===== src/rtl/sc_phase_pkg.sv =====
// Shared types and constants for the two-phase non-overlapping clock generator.
// Holds the FSM state encoding, the runtime configuration record and the
// phase-length clamp helper. The config record widths set the default build
// of sc_nonoverlap_phase_gen (4 channels, 8-bit phase field, 4-bit dead field).
package sc_phase_pkg;

    localparam int N_CH_C        = 4;
    localparam int CNT_W_C       = 8;
    localparam int DEAD_W_C      = 4;
    localparam int EARLY_C       = 1;
    localparam int DEF_PHASE_LEN = 15;
    // dead time is dead_len+1 cycles, so the shortest gap between phases is one cycle
    localparam int MIN_DEAD_CYC  = 1;

    typedef enum logic [2:0] {
        IDLE = 3'd0,
        P1   = 3'd1,
        D12  = 3'd2,
        P2   = 3'd3,
        D21  = 3'd4
    } sc_state_t;

    typedef struct packed {
        logic [CNT_W_C-1:0]  phase_len;
        logic [DEAD_W_C-1:0] dead_len;
        logic [N_CH_C-1:0]   ch_mask;
    } sc_cfg_t;

    // A phase must be long enough to hold the whole early-fall window, so the
    // requested length is raised to the early length when it is shorter.
    function automatic logic [CNT_W_C-1:0] clamp_phase(
        input logic [CNT_W_C-1:0] req,
        input logic [CNT_W_C-1:0] floor_v
    );
        logic [CNT_W_C-1:0] res;
        if (req < floor_v) begin
            res = floor_v;
        end else begin
            res = req;
        end
        return res;
    endfunction

endpackage


===== src/rtl/sc_phase_cfg_shadow.sv =====
// Configuration shadow register for the phase generator.
// A valid/ready handshake captures one config into the shadow (phase length
// clamped on the way in) and drops cfg_ready. The shadow is copied into the
// active config only when the FSM reports a legal apply point (period
// boundary, or any cycle in IDLE); cfg_ready rises the cycle after the copy.
// Ports:
//   clk, rst            clock, asynchronous active-high reset
//   cfg_valid           config offer
//   cfg_phase_len/dead_len/ch_mask  offered config fields
//   apply_ok            FSM is at a point where the shadow may become active
//   cfg_ready           shadow empty, next offer will be taken
//   act_next            active config as it will be after this clock edge
module sc_phase_cfg_shadow
    import sc_phase_pkg::*;
#(
    parameter int EARLY     = EARLY_C,
    parameter int DEF_PHASE = DEF_PHASE_LEN
) (
    input  logic                clk,
    input  logic                rst,
    input  logic                cfg_valid,
    input  logic [CNT_W_C-1:0]  cfg_phase_len,
    input  logic [DEAD_W_C-1:0] cfg_dead_len,
    input  logic [N_CH_C-1:0]   cfg_ch_mask,
    input  logic                apply_ok,
    output logic                cfg_ready,
    output sc_cfg_t             act_next
);

    localparam logic [CNT_W_C-1:0] EARLY_V = CNT_W_C'(EARLY);
    localparam sc_cfg_t RST_CFG = sc_cfg_t'({CNT_W_C'(DEF_PHASE), {DEAD_W_C{1'b0}}, {N_CH_C{1'b1}}});

    sc_cfg_t shadow_r;
    sc_cfg_t active_r;
    sc_cfg_t load_s;
    logic    ready_r;
    logic    accept_s;
    logic    apply_s;

    // Handshake decode, clamped shadow load value and the active config seen by the FSM.
    always_comb begin
        accept_s         = 1'b0;
        apply_s          = 1'b0;
        load_s           = shadow_r;
        act_next         = active_r;
        accept_s         = cfg_valid && ready_r;
        // a full shadow is the only thing that can be applied
        apply_s          = (!ready_r) && apply_ok;
        load_s.phase_len = clamp_phase(cfg_phase_len, EARLY_V);
        load_s.dead_len  = cfg_dead_len;
        load_s.ch_mask   = cfg_ch_mask;
        if (apply_s) begin
            act_next = shadow_r;
        end else begin
            act_next = active_r;
        end
    end

    // Shadow, active config and ready flag registers.
    always_ff @(posedge clk or posedge rst) begin
        if (rst) begin
            shadow_r <= RST_CFG;
            active_r <= RST_CFG;
            ready_r  <= 1'b1;
        end else begin
            active_r <= act_next;
            if (accept_s) begin
                shadow_r <= load_s;
                ready_r  <= 1'b0;
            end else if (apply_s) begin
                ready_r  <= 1'b1;
            end else begin
                ready_r  <= ready_r;
            end
        end
    end

    assign cfg_ready = ready_r;

endmodule


===== src/rtl/sc_nonoverlap_phase_gen.sv =====
// Two-phase non-overlapping clock generator for switched-capacitor filter banks.
// Sequence IDLE -> P1 -> D12 -> P2 -> D21 -> (P1 while en, else IDLE). A single
// down-counter is reloaded on every state entry and the state is left when it
// reaches zero, so each phase lasts phase_len+1 cycles and each dead time
// dead_len+1 cycles. Every output is a flop fed from the next-state decode, so
// the outputs line up exactly with the registered state and cannot glitch.
// Ports:
//   clk, rst              clock, asynchronous active-high reset
//   en                    run request, sampled in IDLE and on the last D21 cycle
//   cfg_valid/cfg_ready   config handshake into the shadow register
//   cfg_phase_len         phase high time = value+1 cycles (clamped to >= EARLY)
//   cfg_dead_len          dead time = value+1 cycles
//   cfg_ch_mask           per-channel enable; masked channels stay low
//   phi1, phi2            main phases per channel
//   phi1e, phi2e          early phases, fall EARLY cycles before phi1/phi2
//   period_done           pulse on the last cycle of every period
//   busy                  high whenever the FSM is not IDLE
module sc_nonoverlap_phase_gen
    import sc_phase_pkg::*;
#(
    parameter int N_CH      = N_CH_C,
    parameter int CNT_W     = CNT_W_C,
    parameter int DEAD_W    = DEAD_W_C,
    parameter int EARLY     = EARLY_C,
    parameter int DEF_PHASE = DEF_PHASE_LEN
) (
    input  logic              clk,
    input  logic              rst,
    input  logic              en,
    input  logic              cfg_valid,
    output logic              cfg_ready,
    input  logic [CNT_W-1:0]  cfg_phase_len,
    input  logic [DEAD_W-1:0] cfg_dead_len,
    input  logic [N_CH-1:0]   cfg_ch_mask,
    output logic [N_CH-1:0]   phi1,
    output logic [N_CH-1:0]   phi2,
    output logic [N_CH-1:0]   phi1e,
    output logic [N_CH-1:0]   phi2e,
    output logic              period_done,
    output logic              busy
);

    localparam logic [CNT_W-1:0] EARLY_V  = CNT_W'(EARLY);
    localparam logic [CNT_W-1:0] CNT_ZERO = {CNT_W{1'b0}};
    localparam logic [N_CH-1:0]  CH_ZERO  = {N_CH{1'b0}};

    sc_state_t         state_r;
    sc_state_t         state_n_s;
    logic [CNT_W-1:0]  cnt_r;
    logic [CNT_W-1:0]  cnt_n_s;
    logic [CNT_W-1:0]  dead_ext_s;
    logic              apply_ok_s;
    logic              entry_s;
    sc_cfg_t           act_cfg_s;
    logic [N_CH-1:0]   phi1_n_s;
    logic [N_CH-1:0]   phi2_n_s;
    logic [N_CH-1:0]   phi1e_n_s;
    logic [N_CH-1:0]   phi2e_n_s;
    logic              done_n_s;
    logic              busy_n_s;

    sc_phase_cfg_shadow #(
        .EARLY     (EARLY),
        .DEF_PHASE (DEF_PHASE)
    ) u_cfg_shadow (
        .clk           (clk),
        .rst           (rst),
        .cfg_valid     (cfg_valid),
        .cfg_phase_len (cfg_phase_len),
        .cfg_dead_len  (cfg_dead_len),
        .cfg_ch_mask   (cfg_ch_mask),
        .apply_ok      (apply_ok_s),
        .cfg_ready     (cfg_ready),
        .act_next      (act_cfg_s)
    );

    // Next-state decode and the period-boundary / idle apply window for the shadow.
    always_comb begin
        state_n_s  = state_r;
        apply_ok_s = 1'b0;
        case (state_r)
            IDLE: begin
                if (en) state_n_s = P1;
                else    state_n_s = IDLE;
            end
            P1: begin
                if (cnt_r == CNT_ZERO) state_n_s = D12;
                else                   state_n_s = P1;
            end
            D12: begin
                if (cnt_r == CNT_ZERO) state_n_s = P2;
                else                   state_n_s = D12;
            end
            P2: begin
                if (cnt_r == CNT_ZERO) state_n_s = D21;
                else                   state_n_s = P2;
            end
            D21: begin
                // en is only looked at here, so a period always runs to completion
                if (cnt_r != CNT_ZERO) state_n_s = D21;
                else if (en)           state_n_s = P1;
                else                   state_n_s = IDLE;
            end
            default: state_n_s = IDLE;
        endcase
        apply_ok_s = (state_r == IDLE) || ((state_r == D21) && (state_n_s == P1));
    end

    // Counter reload/decrement and next-cycle output decode.
    always_comb begin
        cnt_n_s    = cnt_r;
        dead_ext_s = {{(CNT_W-DEAD_W){1'b0}}, act_cfg_s.dead_len};
        entry_s    = (state_n_s != state_r);
        phi1_n_s   = CH_ZERO;
        phi2_n_s   = CH_ZERO;
        phi1e_n_s  = CH_ZERO;
        phi2e_n_s  = CH_ZERO;
        done_n_s   = 1'b0;
        busy_n_s   = 1'b0;
        case (state_n_s)
            P1, P2: begin
                if (entry_s) cnt_n_s = act_cfg_s.phase_len;
                else         cnt_n_s = cnt_r - CNT_W'(1);
            end
            D12, D21: begin
                if (entry_s) cnt_n_s = dead_ext_s;
                else         cnt_n_s = cnt_r - CNT_W'(1);
            end
            default: cnt_n_s = CNT_ZERO;
        endcase
        // early phase is dropped for the last EARLY counts of its phase
        if (state_n_s == P1) begin
            phi1_n_s = act_cfg_s.ch_mask;
            if (cnt_n_s >= EARLY_V) phi1e_n_s = act_cfg_s.ch_mask;
            else                    phi1e_n_s = CH_ZERO;
        end else begin
            phi1_n_s  = CH_ZERO;
            phi1e_n_s = CH_ZERO;
        end
        if (state_n_s == P2) begin
            phi2_n_s = act_cfg_s.ch_mask;
            if (cnt_n_s >= EARLY_V) phi2e_n_s = act_cfg_s.ch_mask;
            else                    phi2e_n_s = CH_ZERO;
        end else begin
            phi2_n_s  = CH_ZERO;
            phi2e_n_s = CH_ZERO;
        end
        done_n_s = (state_n_s == D21) && (cnt_n_s == CNT_ZERO);
        busy_n_s = (state_n_s != IDLE);
    end

    // State, counter and output registers.
    always_ff @(posedge clk or posedge rst) begin
        if (rst) begin
            state_r     <= IDLE;
            cnt_r       <= CNT_ZERO;
            phi1        <= CH_ZERO;
            phi2        <= CH_ZERO;
            phi1e       <= CH_ZERO;
            phi2e       <= CH_ZERO;
            period_done <= 1'b0;
            busy        <= 1'b0;
        end else begin
            state_r     <= state_n_s;
            cnt_r       <= cnt_n_s;
            phi1        <= phi1_n_s;
            phi2        <= phi2_n_s;
            phi1e       <= phi1e_n_s;
            phi2e       <= phi2e_n_s;
            period_done <= done_n_s;
            busy        <= busy_n_s;
        end
    end

endmodule


===== config.mk =====
export PLATFORM = sky130hd
export DESIGN_NAME = sc_nonoverlap_phase_gen
export DESIGN_NICKNAME = d
export VERILOG_FILES = /design/src/rtl/sc_phase_pkg.sv /design/src/rtl/sc_phase_cfg_shadow.sv /design/src/rtl/sc_nonoverlap_phase_gen.sv
export SDC_FILE = /design/constraint.sdc
export NUM_CORES = 1
export LEC_CHECK = 0
export ABC_CLOCK_PERIOD_IN_PS = 8100
export CORE_MARGIN = 1
export CORE_UTILIZATION = 58
export CTS_CLUSTER_DIAMETER = 30
export CTS_CLUSTER_SIZE = 28
export DETAILED_ROUTE_END_ITERATION = 6
export GPL_ROUTABILITY_DRIVEN = 0
export PLACE_DENSITY = 0.84
export SYNTH_ARGS = -nofsm -noshare
export SYNTH_HDL_FRONTEND = slang
export SYNTH_SLANG_ARGS = --single-unit

===== constraint.sdc =====
create_clock -name clk -period 8.1 [get_ports clk]
set_input_delay 2.43 -clock clk [delete_from_list [all_inputs] [get_ports clk]]
set_output_delay 2.43 -clock clk [all_outputs]
set_load 0.005 [all_outputs]

## After elaboration in Yosys (flattened, before gate mapping)

Index checks and enable logic that the tools add are counted.

| word-level totals | value |
|---|---|
| register bits after elaboration | 62 |
| input port bits | 20 |
| output and inout bits | 19 |
| logic and storage cells | 59 |

| operators by class | value |
|---|---|
| order comparisons | 2 |
| equality and inequality tests | 9 |
| reductions and logical operators | 14 |
| $add $sub $neg | 1 |
| muxes and demuxes | 18 |

Operator list:

| operator | number |
|---|---|
| 8-bit two-way mux | 3 |
| 4-bit two-way mux | 5 |
| 8-bit logical NOT | 2 |
| 16-bit two-way mux | 1 |
| 8-bit case mux with 2 select lines | 1 |
| 3-bit case mux with 5 select lines | 1 |
| 3-bit by 2-bit == test with 1-bit output (second input constant) | 4 |
| 8-bit by 1-bit >= comparator with 1-bit output (second input constant) | 1 |
| 8-bit by 1-bit < comparator with 1-bit output (second input constant) | 1 |
| 8-bit nonzero test | 1 |
| 8-bit by 1-bit subtractor with 8-bit output (second input constant) | 1 |
| 3-bit by 1-bit == test with 1-bit output (second input constant) | 2 |
| 3-bit == test (second input constant) | 2 |
| 3-bit two-way mux | 2 |
| 1-bit logical AND | 4 |
| 1-bit two-way mux | 4 |
| 2-bit OR reduction | 2 |
| 3-bit logical NOT | 1 |
| 3-bit inequality test | 1 |
| 3-bit nonzero test | 1 |
| 2-bit two-way mux | 1 |
| 2-bit nonzero test | 1 |
| 1-bit logical NOT | 1 |
| 1-bit logical OR | 1 |

## Logic depth before layout (Yosys ltp)

Gate-level depths: netlist (run 1).

| depth | value |
|---|---|
| depth after elaboration | 13 |
| gate-level depth with buffers | 12 |
| mapped depth without buffers | 9 |

## Modules after synthesis

A second synthesis (run 1) with hierarchy kept.

| unflattened totals | value |
|---|---|
| cells, all modules | 212 |
| area total of the unflattened synthesis | 2,781.4 um2 |

Modules (own cells, without submodules):

| module | area an instance (um2) | times used | cells an instance | sequential area each (um2) |
|---|---|---|---|---|
| sc_nonoverlap_phase_gen | 1,443.9 | 1 | 136 | 725.7 |
| sc_phase_cfg_shadow | 1,337.5 | 1 | 76 | 847.1 |

## Worst setup path after synthesis (run 1)

Ideal clock, no wire load.

| timing path | value |
|---|---|
| kind | input -> register |
| start point | input port en |
| end point | register period_done |
| setup time | 66 ps |
| data required time | 8,034 ps |
| arrival | 4,269 ps |
| stages on the path | 8 |
| path slack | 3,765 ps |
| path buffers | 1 |
| path through | inv_1 -> o31ai_4 -> and2_1 -> buf_4 -> mux2_2 -> a22o_1 -> nor4b_4 -> and3_2 |

RTL lines:

| element | line | RTL |
|---|---|---|
| from (decl) | sc_nonoverlap_phase_gen.sv:29 | `input logic en,` |
| to (signal assigned) | sc_nonoverlap_phase_gen.sv:170 | `period_done <= done_n_s;` |
| to (decl) | sc_nonoverlap_phase_gen.sv:39 | `output logic period_done,` |

==> results of run 1 <==
[flip-flops by register name, indices dropped and copies added (netlist names), 3 cells and up]
name                   flops
state_r                    3
phi2e                      4
phi1                       4
u_cfg_shadow.active_r     16
u_cfg_shadow.shadow_r     16
phi2                       4
cnt_r                      8
phi1e                      4
[power by group]
| group | total (mW) | internal [mW] | switching (mW) |
|---|---|---|---|
| clock | 0.266 | 0.150 | 0.116 |
| sequential | 0.561 | 0.477 | 0.0836 |
| combinational | 0.621 | 0.284 | 0.337 |
[cell type report]
type,instances,share of cell area
Sequential cell,62,0.471
Clock buffer,12,0.0435
Inverter,18,0.0203
Timing Repair Buffer,39,0.116
Multi-Input combinational cell,135,0.315
Tap cell,52,0.0195
Clock inverter,4,0.0143
[per-stage QoR]
stage	cell area, µm²	total power [mW]	utilization	setup WS, ns
after floorplan	2740	0.997	-	3.77
after global placement	3140	1.16	0.707	2.61
after detailed placement	3140	1.18	0.707	2.47
after CTS	3340	1.45	0.751	2.82
after global routing	3340	1.54	0.751	2.62
final	3340	1.45	0.751	2.83
[worst register-to-register path: stages, from the launching register on]
cell	delay, ns
dfrtp_1	0.41
inv_1	0.10
ha_1	0.18
or3b_2	0.57
o31ai_4	0.28
and2_1	0.68
mux2_2	0.43
a22o_1	0.28
nor4b_4	0.50
a21boi_0	0.18
[path summary, 6_finish.rpt]
kind                                                      from  slack (ns)                                    to
min in group asynchronous                                  rst        2.62  u_cfg_shadow.shadow_r[7]$_DFFE_PP0P_
min                        u_cfg_shadow.active_r[13]$_DFF_PP0_        0.50   u_cfg_shadow.active_r[13]$_DFF_PP0_
max                                                         en        2.83                    phi1e[2]$_DFF_PP0_
max in group asynchronous                                  rst        4.98  u_cfg_shadow.shadow_r[5]$_DFFE_PP0P_
min reg2reg                u_cfg_shadow.active_r[13]$_DFF_PP0_        0.50   u_cfg_shadow.active_r[13]$_DFF_PP0_
max reg2reg                                 cnt_r[0]$_DFF_PP0_        4.34                    phi1e[2]$_DFF_PP0_
[cell families after synthesis]
kind of cell             Yosys count  share of synthesized area
XOR/XNOR                           5                     0.0160
multiplexers                      27                      0.107
buffers and inverters             25                     0.0429
AND/OR/NAND/NOR                   49                      0.105
adder cells (fa/ha/maj)            2                    0.00913
AO/OA/AOI/OAI                     52                      0.146
flip-flops                        62                      0.574
[cell usage in the layout (no fill, tap or decap), types with 3 or more instances in the layout]
cell and count:
clkbuf_8 10, nand3_1 3, a21oi_1 3, inv_1 17, xnor2_1 4, nand2_1 6
dfstp_2 17, mux2i_1 8, dfrtp_1 45, nor2_1 14, a211oi_1 4, a32oi_1 3
and2_1 3, clkdlybuf4s50_1 38, a21boi_0 6, o21a_1 4, mux2_2 19, o21ai_0 13
nor3_1 4
[per-layer routing]
metal / up-vias / global-route usage
met5: - / 0
met4: 0 / 0.116
met3: 12 / 0.0527
met2: 46 / 0.412
met1: 940 / 0.333
li1: 883 / -
==> results.json, run 1 <==
{
  "fillerInstances": 309,
  "placed_cells": 306,
  "fmax_mhz": 190,
  "peakVddDrop_uv": 261,
  "cap_violations": 0,
  "drtPass1Iterations": 6,
  "drive_gt1_frac": 0.244,
  "cts_tree": "done",
  "grt_overflow_total": 0,
  "worstSetupPathType": "in2reg",
  "die_w_um": 70.7,
  "drtAntennaViolNets": 0,
  "finalHoldViolCount": 0,
  "ys_types": 51,
  "crit_arrival_ns": 5.45,
  "finalCritPeriodShare": 0.651,
  "cp.required_ns": 8.28,
  "rsz0062_at_grt": "false",
  "synth_edf_count": 0,
  "slowest_stage": "and2_1",
  "core_um2": 4440,
  "register_area_um2": 1570,
  "grt_pass1_vias": 1888,
  "r2r_cells": 9,
  "final_cells": 322,
  "max_stage_delay_ns": 0.68,
  "synthTopCellsByCount": "45 x dfrtp_1, 19 x mux2_2, 18 x inv_1",
  "tightest_slew_ns": 0.773,
  "n_antenna_cell": 0,
  "path_delay_family": "simple AND/OR/NAND/NOR gates",
  "whs_ns": 0.500,
  "start_kind": "input pin",
  "cp-end-kind": "flop",
  "crit_buf_inv": 2,
  "status": "finished, violations left",
  "synth_top_area_share": 0.411,
  "drt-met1-wl_mm": 2.53,
  "post-synth-top-count-cell": "dfrtp_1",
  "leakagePower_nw": 1.43,
  "cts-root-buf": "clkbuf_8",
  "worstSkewPairLatency_ns": 0.33,
  "pin_count": 39,
  "hold-path-cell-count": 1,
  "violations": "DRC",
  "hold_path_class": "reg2reg",
  "synth_top_area_cell": "dfrtp_1",
  "timing.final.max_slew_violations": 0,
  "clock_skew_ns": 0.00713,
  "synth-async-reset-ratio": 1.00,
  "multiInputGateArea_um2": 1050,
  "cp_max_fo": 13,
  "cts_resized": 0,
  "post_cts_buffers": 0,
  "max-clock-path-buffers": 2,
  "port_buffers": 38,
  "antenna_found_initial": 0,
  "numCtsBuffers": 9,
  "ys_ff_latch": 62,
  "synthesis.area_um2": 2740,
  "die_h_um": 70.7,
  "vias": 1881,
  "dr_wl_met3_um": 212,
  "crit_chain": "clkdlybuf4s50_1 -> inv_1 -> o31ai_4 -> and2_1 -> mux2_2 -> a22o_1 -> nor4b_4 -> a21boi_0",
  "wire_per_inst_um": 17.5,
  "synth_area_per_cell_um2": 12.3,
  "hpwl_mm": 4.01,
  "synthCells": 222,
  "grt_util_all_layers": 0.254,
  "vias_per_cell": 5.84,
  "grt_max_degree": 63,
  "setup_viol": 0,
  "num_rows": 24,
  "areaGrowthSynthToFinish_pct": 21.7,
  "maxSlewHeadroom": 0.480,
  "ys_top_cells_by_area": "dfrtp_1 41%, dfstp_2 16%, mux2_2 7.8%",
  "synth-main-ff-cell": "dfrtp_1",
  "clk_pin_slew_ns": 0.07,
  "finalSetupTns_ns": 0,
  "path_depth": 8,
  "cts_sinks": 62,
  "min_period_ns": 5.27,
  "drtIter0Drc": 197,
  "seq_area_frac_synth": 0.574,
  "power_density_nw_per_um2": 434,
  "cts_hold_buffers": 0,
  "dr.max_layer_used": "met4",
  "grt_pass1_wl_mm": 9.30,
  "dr_wl_met2_mm": 2.80,
  "dieArea_um2": 5000,
  "drc": 4,
  "htree_levels": 3,
  "synth_nets": 244,
  "finalNetCount": 287,
  "initial_core_util": 0.617,
  "yosys_warnings": 0,
  "wl_mm": 5.65
}
(Power assumes the default switching activity.)
==> run 2: changes to the inputs <==
--- a/config.mk
+++ b/config.mk
@@ -5,14 +5,14 @@
 export SDC_FILE = /design/constraint.sdc
 export NUM_CORES = 1
 export LEC_CHECK = 0
-export ABC_CLOCK_PERIOD_IN_PS = 8100
+export ABC_CLOCK_PERIOD_IN_PS = 5300
 export CORE_MARGIN = 1
-export CORE_UTILIZATION = 58
+export CORE_UTILIZATION = 54
 export CTS_CLUSTER_DIAMETER = 30
 export CTS_CLUSTER_SIZE = 28
 export DETAILED_ROUTE_END_ITERATION = 6
 export GPL_ROUTABILITY_DRIVEN = 0
-export PLACE_DENSITY = 0.84
+export PLACE_DENSITY = 0.79
 export SYNTH_ARGS = -nofsm -noshare
 export SYNTH_HDL_FRONTEND = slang
 export SYNTH_SLANG_ARGS = --single-unit
==> constraint.sdc (replaced) <==
create_clock -name clk -period 5.3 [get_ports clk]
set_input_delay 1.59 -clock clk [delete_from_list [all_inputs] [get_ports clk]]
set_output_delay 1.59 -clock clk [all_outputs]
set_load 0.005 [all_outputs]
==> results.json, run 2 (synthesis results as in run 1) <==
{
  "status": "finished clean",
  "drc": 0,
  "n_antenna_cell": 0,
  "pin_count": 39,
  "finalNetCount": 288,
  "clock_skew_ns": 0.0101,
  "cp.required_ns": 5.48,
  "finalCritPeriodShare": 0.788,
  "drtIter0Drc": 132,
  "port_buffers": 38,
  "max-clock-path-buffers": 2,
  "worstSkewPairLatency_ns": 0.34,
  "wl_mm": 5.75,
  "cts_sinks": 62,
  "placed_cells": 322,
  "crit_buf_inv": 3,
  "antenna_found_initial": 0,
  "min_period_ns": 4.18,
  "crit_chain": "clkdlybuf4s50_1 -> inv_1 -> o31ai_4 -> and2_1 -> buf_4 -> mux2_2 -> a22o_1 -> nor4b_4 -> a21boi_0",
  "placed_cell_area_um2": 3170,
  "whs_ns": 0.492,
  "cts_resized": 0,
  "reg.largest.list": "u_cfg_shadow.active_r: 16 flops, u_cfg_shadow.shadow_r: 16 flops, cnt_r: 8 flops",
  "tightest_slew_ns": 0.787,
  "areaGrowthSynthToFinish_pct": 23.3,
  "cts-root-buf": "clkbuf_8",
  "grt_pass1_wl_mm": 9.29,
  "layout_commonest_cell": "dfrtp_1",
  "leakagePower_nw": 1.44,
  "dieArea_um2": 5360,
  "finalHoldViolCount": 0,
  "cts_tree": "done",
  "crit_arrival_ns": 4.35,
  "clk_pin_slew_ns": 0.07,
  "timing.final.max_slew_violations": 0,
  "cts_hold_buffers": 0,
  "wire_per_inst_um": 17.0,
  "fillerInstances": 365,
  "max_stage_delay_ns": 0.54,
  "finalSetupTns_ns": 0,
  "maxSlewHeadroom": 0.470,
  "numCtsBuffers": 9,
  "power_density_nw_per_um2": 663,
  "die_h_um": 73.2,
  "die_w_um": 73.2,
  "cap_violations": 0,
  "grt_max_degree": 33,
  "htree_levels": 3,
  "hold_path_class": "reg2reg",
  "register_area_um2": 1570,
  "cp_max_fo": 13,
  "vias": 1903,
  "post_cts_buffers": 0,
  "fmax_mhz": 239,
  "path_delay_family": "buffers and inverters",
  "drive_gt1_frac": 0.255,
  "setup_viol": 0,
  "drtPass1Iterations": 4,
  "final_cell_mix": "45 x dfrtp_1, 38 x clkdlybuf4s50_1, 19 x mux2_2",
  "multiInputGateArea_um2": 1050,
  "cp-end-kind": "flop",
  "num_rows": 25,
  "core_um2": 4820,
  "hpwl_mm": 4.08,
  "grt_overflow_total": 0,
  "initial_core_util": 0.569,
  "grt_pass1_vias": 1959,
  "final_cells": 338,
  "drtAntennaViolNets": 0,
  "vias_per_cell": 5.63,
  "slowest_stage": "clkdlybuf4s50_1",
  "peakVddDrop_uv": 345,
  "finalInstanceArea_um2": 3380,
  "worstSetupPathType": "in2reg",
  "start_kind": "input pin",
  "grt_util_all_layers": 0.243,
  "rsz0062_at_grt": "false"
}
-- run 2: cell types whose count changed in the layout (fill, tap and decap cells not counted), sizes merged --
cell / delta
buf: +1
clkbuf: -1
clkinv: -1
clkinvlp: +2
-- run 2: cell type report --
cell class,instances,area share
sequential,62,0.466
multi-input combinational,135,0.311
timing repair buffer,40,0.117
clock buffer,11,0.0448
tap,67,0.0248
inverter,18,0.0200
clock inverter,5,0.0170
-- run 2: where the power goes --
part | internal, mW | switching (mW)
logic | 0.438 | 0.514
clock network | 0.242 | 0.185
registers | 0.729 | 0.132
-- run 2: worst paths after layout --
| path | startpoint | to | slack [ns] | depth (start not counted) |
|---|---|---|---|---|
| worst max-delay path | en | phi1e[3]$_DFF_PP0_ | 1.12 | 9 |
| worst min-delay path | u_cfg_shadow.shadow_r[8]$_DFFE_PP1P_ | u_cfg_shadow.shadow_r[8]$_DFFE_PP1P_ | 0.49 | 2 |
| worst max register to register | cnt_r[0]$_DFF_PP0_ | phi1e[3]$_DFF_PP0_ | 1.77 | 10 |
| worst min register to register | u_cfg_shadow.shadow_r[8]$_DFFE_PP1P_ | u_cfg_shadow.shadow_r[8]$_DFFE_PP1P_ | 0.49 | 2 |
| max in group asynchronous | rst | u_cfg_shadow.active_r[11]$_DFF_PP1_ | 2.80 | 3 |
| min in group asynchronous | rst | state_r[0]$_DFF_PP0_ | 1.64 | 2 |
-- run 2: routing by layer --
metal | GRT usage | routed length [µm] | up-vias
met5 | 0 | 0 | -
met4 | 0.153 | 168 | 0
met3 | 0.0539 | 315 | 14
met2 | 0.381 | 2820 | 67
met1 | 0.308 | 2450 | 936
li1 | - | - | 886
-- run 2: per-stage QoR --
step / power [mW] / utilization / setup WS, ns
global placement: 1.78 / 0.658 / 0.885
floorplan: 1.52 / - / 1.81
detailed placement: 1.81 / 0.658 / 0.806
finish: 2.24 / 0.701 / 1.12
CTS: 2.25 / 0.701 / 1.15
global route: 2.37 / 0.701 / 0.998
-- run 2: worst register-to-register path, cell delays in order (launching register included) --
cell	delay [ns]
dfrtp_1	0.41
inv_1	0.09
ha_1	0.19
or3b_2	0.59
o31ai_4	0.30
and2_1	0.18
buf_4	0.23
mux2_2	0.38
a22o_1	0.27
nor4b_4	0.54
a21boi_0	0.20
